==> src/rtl/lp_solver.sv <==
// Brute-force 2-variable integer LP solver: maximises c1*x1 + c2*x2 over x1,x2 in 0..7.
// Optional macro LP_ARGMAX_EN adds out_x1/out_x2 reporting the optimising point.
module lp_solver #(
  parameter int NUM_CON = 3
) (
  input  logic                clk,
  input  logic                rst_n,
  input  logic                in_valid,
  input  logic signed [5:0]   in_a1,
  input  logic signed [5:0]   in_a2,
  input  logic signed [11:0]  in_b,
  output logic                out_valid,
  output logic signed [11:0]  out_max_value
`ifdef LP_ARGMAX_EN
  ,
  output logic [2:0]          out_x1,
  output logic [2:0]          out_x2
`endif
);

  typedef enum logic [1:0] {IDLE, LOAD, SEARCH, OUT} state_t;

  localparam logic signed [11:0] MAX_INIT = 12'sh800;

  state_t state_reg, state_next;
  logic [1:0]         cnt_reg;
  logic [2:0]         x1_reg;
  logic signed [5:0]  c1_reg, c2_reg;
  logic signed [5:0]  row_a1_reg [4];
  logic signed [5:0]  row_a2_reg [4];
  logic signed [11:0] row_b_reg  [4];
  logic signed [11:0] max_reg;
  logic signed [3:0]  x1_s;
  logic signed [11:0] obj_val [8];
  logic [7:0]         feas;
  logic signed [11:0] best_val;
`ifdef LP_ARGMAX_EN
  logic [2:0]         bx1_reg, bx2_reg;
  logic [2:0]         best_x1, best_x2;
`endif

  assign x1_s = {1'b0, x1_reg};

  always_ff @(posedge clk) begin
    if (rst_n) state_reg <= IDLE;
    else       state_reg <= state_next;
  end

  always_comb begin
    state_next = state_reg;
    case (state_reg)
      IDLE:   if (in_valid) state_next = LOAD;
      LOAD:   if (in_valid && cnt_reg == 2'(NUM_CON - 1)) state_next = SEARCH;
      SEARCH: if (x1_reg == 3'd7) state_next = OUT;
      OUT:    state_next = IDLE;
      default: state_next = IDLE;
    endcase
  end

  // One candidate per x2 column, evaluated in parallel for the current x1.
  generate
    for (genvar gi = 0; gi < 8; gi++) begin : g_col
      localparam logic signed [3:0] X2_S = 4'(gi);
      logic signed [10:0] obj11;
      assign obj11       = c1_reg * x1_s + c2_reg * X2_S;
      assign obj_val[gi] = 12'(obj11);

      always_comb begin
        logic signed [10:0] lhs;
        logic signed [12:0] lhs13;
        logic signed [12:0] b13;
        feas[gi] = 1'b1;
        lhs      = '0;
        lhs13    = '0;
        b13      = '0;
        for (int r = 0; r < NUM_CON; r++) begin
          lhs   = row_a1_reg[r] * x1_s + row_a2_reg[r] * X2_S;
          lhs13 = 13'(lhs);
          b13   = 13'(row_b_reg[r]);
          if (lhs13 > b13) feas[gi] = 1'b0;
        end
      end
    end
  endgenerate

  // Strictly-greater scan in ascending x2 keeps the earliest point on ties.
  always_comb begin
    best_val = max_reg;
`ifdef LP_ARGMAX_EN
    best_x1 = bx1_reg;
    best_x2 = bx2_reg;
`endif
    for (int i = 0; i < 8; i++) begin
      if (feas[i] && obj_val[i] > best_val) begin
        best_val = obj_val[i];
`ifdef LP_ARGMAX_EN
        best_x1 = x1_reg;
        best_x2 = 3'(i);
`endif
      end
    end
  end

  always_ff @(posedge clk) begin
    if (rst_n) begin
      cnt_reg       <= '0;
      x1_reg        <= '0;
      c1_reg        <= '0;
      c2_reg        <= '0;
      max_reg       <= MAX_INIT;
      out_valid     <= 1'b0;
      out_max_value <= '0;
`ifdef LP_ARGMAX_EN
      bx1_reg <= '0;
      bx2_reg <= '0;
      out_x1  <= '0;
      out_x2  <= '0;
`endif
    end else begin
      out_valid     <= 1'b0;
      out_max_value <= '0;
`ifdef LP_ARGMAX_EN
      out_x1 <= '0;
      out_x2 <= '0;
`endif
      case (state_reg)
        IDLE: if (in_valid) begin
          c1_reg  <= in_a1;
          c2_reg  <= in_a2;
          cnt_reg <= '0;
        end
        LOAD: if (in_valid) begin
          row_a1_reg[cnt_reg] <= in_a1;
          row_a2_reg[cnt_reg] <= in_a2;
          row_b_reg[cnt_reg]  <= in_b;
          cnt_reg             <= cnt_reg + 2'd1;
          x1_reg              <= '0;
          max_reg             <= MAX_INIT;
`ifdef LP_ARGMAX_EN
          bx1_reg <= '0;
          bx2_reg <= '0;
`endif
        end
        SEARCH: begin
          max_reg <= best_val;
          x1_reg  <= x1_reg + 3'd1;
`ifdef LP_ARGMAX_EN
          bx1_reg <= best_x1;
          bx2_reg <= best_x2;
`endif
        end
        OUT: begin
          out_valid     <= 1'b1;
          out_max_value <= max_reg;
`ifdef LP_ARGMAX_EN
          out_x1 <= bx1_reg;
          out_x2 <= bx2_reg;
`endif
        end
        default: ;
      endcase
    end
  end

endmodule

==> config.mk <==
export PLATFORM = sky130hd
export DESIGN_NAME = lp_solver
export DESIGN_NICKNAME = d
export VERILOG_FILES = /design/src/rtl/lp_solver.sv
export SDC_FILE = /design/constraint.sdc
export NUM_CORES = 1
export LEC_CHECK = 0
export BUFFER_PORTS_ARGS = -buffer_cell sky130_fd_sc_hd__buf_2
export CAP_MARGIN = 10
export CORE_UTILIZATION = 57
export CTS_BUF_LIST = sky130_fd_sc_hd__clkbuf_4
export CTS_CLUSTER_DIAMETER = 80
export DETAILED_ROUTE_END_ITERATION = 16
export PLACE_DENSITY = 0.73
export SLEW_MARGIN = 20
export SYNTH_ARGS = -nofsm -noshare
export SYNTH_HDL_FRONTEND = slang
export SYNTH_SLANG_ARGS = --single-unit
==> constraint.sdc <==
create_clock -name clk -period 23 [get_ports clk]
set_input_delay 3.45 -clock clk [delete_from_list [all_inputs] [get_ports clk]]
set_output_delay 3.45 -clock clk [all_outputs]
set_load 0.01 [all_outputs]
==> Word level (Yosys, flattened, before mapping) <==
Memories as Yosys holds them, arrays and structs flattened.
Index checks and enable logic that the tools add are counted.
{ "op_classes": {"addsub": 30, "multipliers": 20, "muxes": 48, "eq_ne": 9, "n_reduce_logical": 17, "magnitude_cmp": 32, "bitwise_logic": 1} }
{ "op_table": {"columns": ["cell", "n"], "rows": [
  ["$gt A11 B12 Y1", 28],
  ["$add A10 B10 Y11", 12],
  ["$mux W12", 9],
  ["$mul A6 B4 Y10 const B", 8],
  ["$mul A6 B3 Y9 const B", 8],
  ["$gt A10 B12 Y1", 4],
  ["$add A10 B6 Y11", 4],
  ["$add A10 B7 Y11", 4],
  ["$add A10 B8 Y11", 4],
  ["$add A10 B9 Y11", 4],
  ["$mul A6 B4 Y10", 4],
  ["$mux W1", 29],
  ["$pmux W12 S2", 1],
  ["$mux W2", 5],
  ["$logic_and A1 B1 Y1", 9],
  ["$ne A2 B2 Y1 const B", 4],
  ["$pmux W2 S4", 1],
  ["$eq A2 B2 Y1 const B", 3],
  ["$pmux W3 S2", 1],
  ["$reduce_and A3 Y1", 2],
  ["$pmux W2 S2", 1],
  ["$reduce_and A2 Y1", 2],
  ["$reduce_bool A2 Y1", 2],
  ["$add A3 B1 Y3 const B", 1],
  ["other kinds (7)", 7]
]} }
{ "totals": {"n_memories": 3, "ram_bits": 96, "input_bits": 27, "regBits": 44, "output_inout_bits": 13, "word_cells": 168} }
{ "memory_table": {"columns": ["memory", "depth", "word_bits", "read_ports", "rd_ports_with_merged_regs", "wr", "line_no", "rtl"], "rows": [
  ["row_b_reg", 4, 12, 3, 0, 1, "31", "logic signed [11:0] row_b_reg [4];"],
  ["row_a1_reg", 4, 6, 3, 0, 1, "29", "logic signed [5:0] row_a1_reg [4];"],
  ["row_a2_reg", 4, 6, 3, 0, 1, "30", "logic signed [5:0] row_a2_reg [4];"]
]} }

==> Longest topological paths before layout <==
An unclocked memory read counts as a cell.
{ "logic_depth": {"word_depth": 30, "mapped_depth": 101, "mapped_depth_nobuf": 89} }

==> Worst setup path after synthesis <==
Ideal clock, no wire load.
{ "synth_timing": {"kind": "reg-to-reg", "from": "register x1_reg[1]", "to": "register max_reg[9]", "required_ps": 22878, "arrival_time_ps": 17420, "path_buffers": 13, "synth_period_minus_slack_ps": 17542, "path_stages_with_launch": 94, "setup_ps": 122, "slack_ps": 5458, "cell_sequence": "dfxtp_1 clkbuf_1 and2_1 ha_1 fa_1 inv_1 fa_1 inv_1 a21oi_1 o21bai_1 a21oi_1 o21bai_1 xor2_1 ha_1 a211oi_1 nor2_1 nor4b_1 a21oi_1 (+58 left out) or4_1 a211o_1 buf_4 buf_6 o21ai_0 a21oi_1 a2bb2oi_1 ha_1 nor2b_1 o21a_1 o21ai_0 a211o_1 o21a_1 o21ai_0 nand3_1 nand2_1 a211oi_1 a221o_1"} }
{ "synth_between": {"elab_chain_cells": 29, "elab_cells_between_ends": 105, "cone_classes": "28 x add/sub; 4 x mul; 32 x order compare; 33 x mux; 8 x reduce/logical"} }
{ "synth_lines": {"columns": ["item", "line_no", "rtl"], "rows": [
  ["from (decl)", "27", "logic [2:0] x1_reg;"],
  ["from (signal assigned)", "146", "x1_reg <= x1_reg + 3'd1;"],
  ["$mul A6 B4 Y10", "77", "lhs = row_a1_reg[r] * x1_s + row_a2_reg[r] * X2_S;"],
  ["$gt A10 B12 Y1", "80", "if (lhs13 > b13) feas[gi] = 1'b0;"],
  ["$mux W1 (3 in series)", "80", null],
  ["$logic_and A1 B1 Y1", "94", "if (feas[i] && obj_val[i] > best_val) begin"],
  ["$mux W12", "94", null],
  ["$gt A11 B12 Y1", "94", null],
  ["$logic_and A1 B1 Y1", "94", null],
  ["$mux W12", "94", null],
  ["(+11 left out)", null, null],
  ["$mux W12", "94", null],
  ["$gt A11 B12 Y1", "94", null],
  ["$logic_and A1 B1 Y1", "94", null],
  ["$mux W12", "94", null],
  ["$gt A11 B12 Y1", "94", null],
  ["$logic_and A1 B1 Y1", "94", null],
  ["$mux W12 (*)", "94", null],
  ["$pmux W12 S2 (*)", "126", "case (state_reg)"],
  ["to (signal assigned)", "145", "max_reg <= best_val;"],
  ["to (decl)", "32", "logic signed [11:0] max_reg;"]
]} }
Every way passes the cells marked *; elsewhere a longest branch is shown, timed or not.
A chain may end at the register's enable or synchronous reset.

==> Worst setup path after layout <==
{ "layout_timing": {"from": "register x1_reg[2]", "to": "register max_reg[9]"} }
The elaborated chain is that of the path after synthesis.

==> metrics <==
status=finished, final reports clean; chip width=225 um; Cell Rows=81; Via density=6.21; clock buffer depth=2; max FFs per register=36; FF-to-FF path depth=79; logic depth of the worst setup path including buffers=79; setup_tns=0 ps; CTS tree=done; Synth cell types=88; slew margin rel.=29.3%; Worst Path Max Fanout=27; Remaining Overflow, GRT=0; CP dominant cell by count=ha_1; Die Span Y=225 um; Initial Util=57.9%; core area=0.0490 mm2; commonest non-fill, non-tap cell in the layout=ha_1; met3 routed wirelength=6.51 mm; Clock transition at path regs=130 ps; Synth Instances=3328; RSZ-0062 raised after global routing=no; async set-reset flop share out of synthesis=0%; Max stage delay on crit path=700 ps; antenna violations before repair=3; Lkg Pwr=0.0150 uW; I/O pin total=40; final core occ=60.6%; total number of vias=25100; Final Cycle Share=94.5%; Fin. Hold Viols=0; CP Capture Point=max_reg[9]; vias in the first global route=25000; Post-synth EDFFs=72; HPWL Detailed=76.5 mm; post-DR wirelength/cell=22.6 um; Power Density=87.9 mW/mm2; Crit. Startpoint=x1_reg[2]; Max Used Layer=met5; syn_nets=4213; DRT Wirelength=91.4 mm; Port Buffers=39; # DRC=0; fmax=46.0 MHz; Mapped Area=0.0283 mm2; fraction of layout cells with a size suffix above 1=4.43%; routability cong.=1.04; Setup CP Type=reg -> reg; most frequent cells in the layout=ha_1, inv_1, a21oi_1; met2 routed WL=41.0 mm; Die ar.=0.0506 mm2; cell family with most CP delay=simple AND/OR/NAND/NOR gates; clk_skew=35.5 ps; Worst-Skew Late Latency=600 ps; Avg Cell Area, Syn=8.51 um2; wl on met1=38.5 mm; Worst setup SP type=flip-flop; GRT Util Overall=36.2%; Final Setup Violations=0; H-tree levels=4; yosys warns=0; clk root buf=clkbuf_4; Area Growth Syn to Fin=4.79%; Antenna Violating Nets Remaining=0; First DRT Iteration DRCs=1958; worst r2r dst=max_reg[9]; worst endpoint required time=23490 ps; RR Startpoint=x1_reg[2]; CTS sink cnt=116; CP Capture Type=flip-flop; Worst VDD drop=0.0000480 V; min Tclk post-route=21740 ps; #FFs+latches synth=116; Slowest cell on crit path=nor4_4; nets@finish=4256; CP arrival=22220 ps; number of max-cap violations=0; Most used DFF post-synth=edfxtp_1; DRT Pass-1 Iters=6; actual slew at the worst max-slew pin=1050 ps; Final Max Tran Viols=0; largest net degree at the start of global routing=28; Inserted Clock Buffers=17; HP Class=reg -> reg; R2R Setup Slk=1260 ps; sequential share of the synthesized area=10.7%; first-pass GRT wire length=140 mm; worst path bufs/invs=5
## worst min-delay path by stage
stage / slack [ps] / cells past startpoint / start / to
after floorplan: 430 / 1 / max_reg[11] / out_max_value[11]
after global placement: 470 / 2 / c1_reg[4] / c1_reg[4]
after detailed placement: 490 / 2 / c1_reg[3] / c1_reg[3]
after global routing: 530 / 2 / c1_reg[3] / c1_reg[3]
final: 510 / 2 / c1_reg[5] / c1_reg[5]
after CTS: 500 / 2 / c1_reg[3] / c1_reg[3]
## cells in the mapped netlist (71+ instances only)
cell,n,share of area (%)
edfxtp_1,72,7.6
xnor2_1,191,5.9
a21o_1,87,2.3
a21oi_1,262,4.6
inv_1,478,6.3
fa_1,128,9.0
o21bai_1,71,1.9
o21ai_0,142,2.5
and2_1,84,1.9
nor2_1,159,2.1
nand2_1,160,2.1
ha_1,730,32
## logic make-up after synthesis
logic type | synth area share (%)
fa+ha+maj | 41.3
compound gates | 19.1
simple gates | 13.0
buf+inv | 7.12
xor+xnor | 7.64
flops | 10.7
mux | 1.06
## per-layer routing
metal / GRT usage [%] / vias up
met5: 0 / -
met2: 59.1 / 970
met1: 46.4 / 12000
li1: - / 11900
met4: 19.5 / 2
met3: 4.72 / 233
## layout make-up
cell class	instances	area [um2]
Sequential cell	116	3050
Antenna cell	2	5.00
Tap cell	664	831
Fill cell	4388	19300
Inverter	478	1790
Timing Repair Buffer	69	420
Clock inverter	13	158
Multi-Input combinational cell	2689	23300
Clock buffer	19	143
## power by group
group / leakage, uW / internal [uW] / switching (uW)
Sequential: 0.00101 / 237 / 26.4
Combinational: 0.0138 / 871 / 1310
Clock: 0.000163 / 77.5 / 87.1
Total: 0.0150 / 1190 / 1420
## repair_timing
action	4_1_cts	5_1_grt
hold buffers	0	0
gates resized for setup	0	6
setup buffers	0	0
endpoints found under the setup margin	0	12
## per-stage QoR
step	instances	worst slack [ps]	total power, uW	hold slack, ps	cell area [um2]
2_1_floorplan	3328	5460	1800	430	28300
3_3_place_gp	4016	1510	2320	472	29400
3_5_place_dp	4016	937	2380	486	29400
4_1_cts	4048	823	2560	501	29700
5_1_grt	4049	76.9	2820	530	29700
6_report	4050	1260	2610	505	29700
## worst register-to-register path, delay by kind of cell, from the launching register on
kind	cells	cell delay, ps
AND/OR/NAND/NOR	30	7770
buffers and inverters	5	810
multiplexers	2	830
flip-flops	1	610
AO/OA/AOI/OAI	30	7290
adder cells (fa/ha/maj)	11	3780
XOR/XNOR	1	560
(Power assumes the default switching activity.)
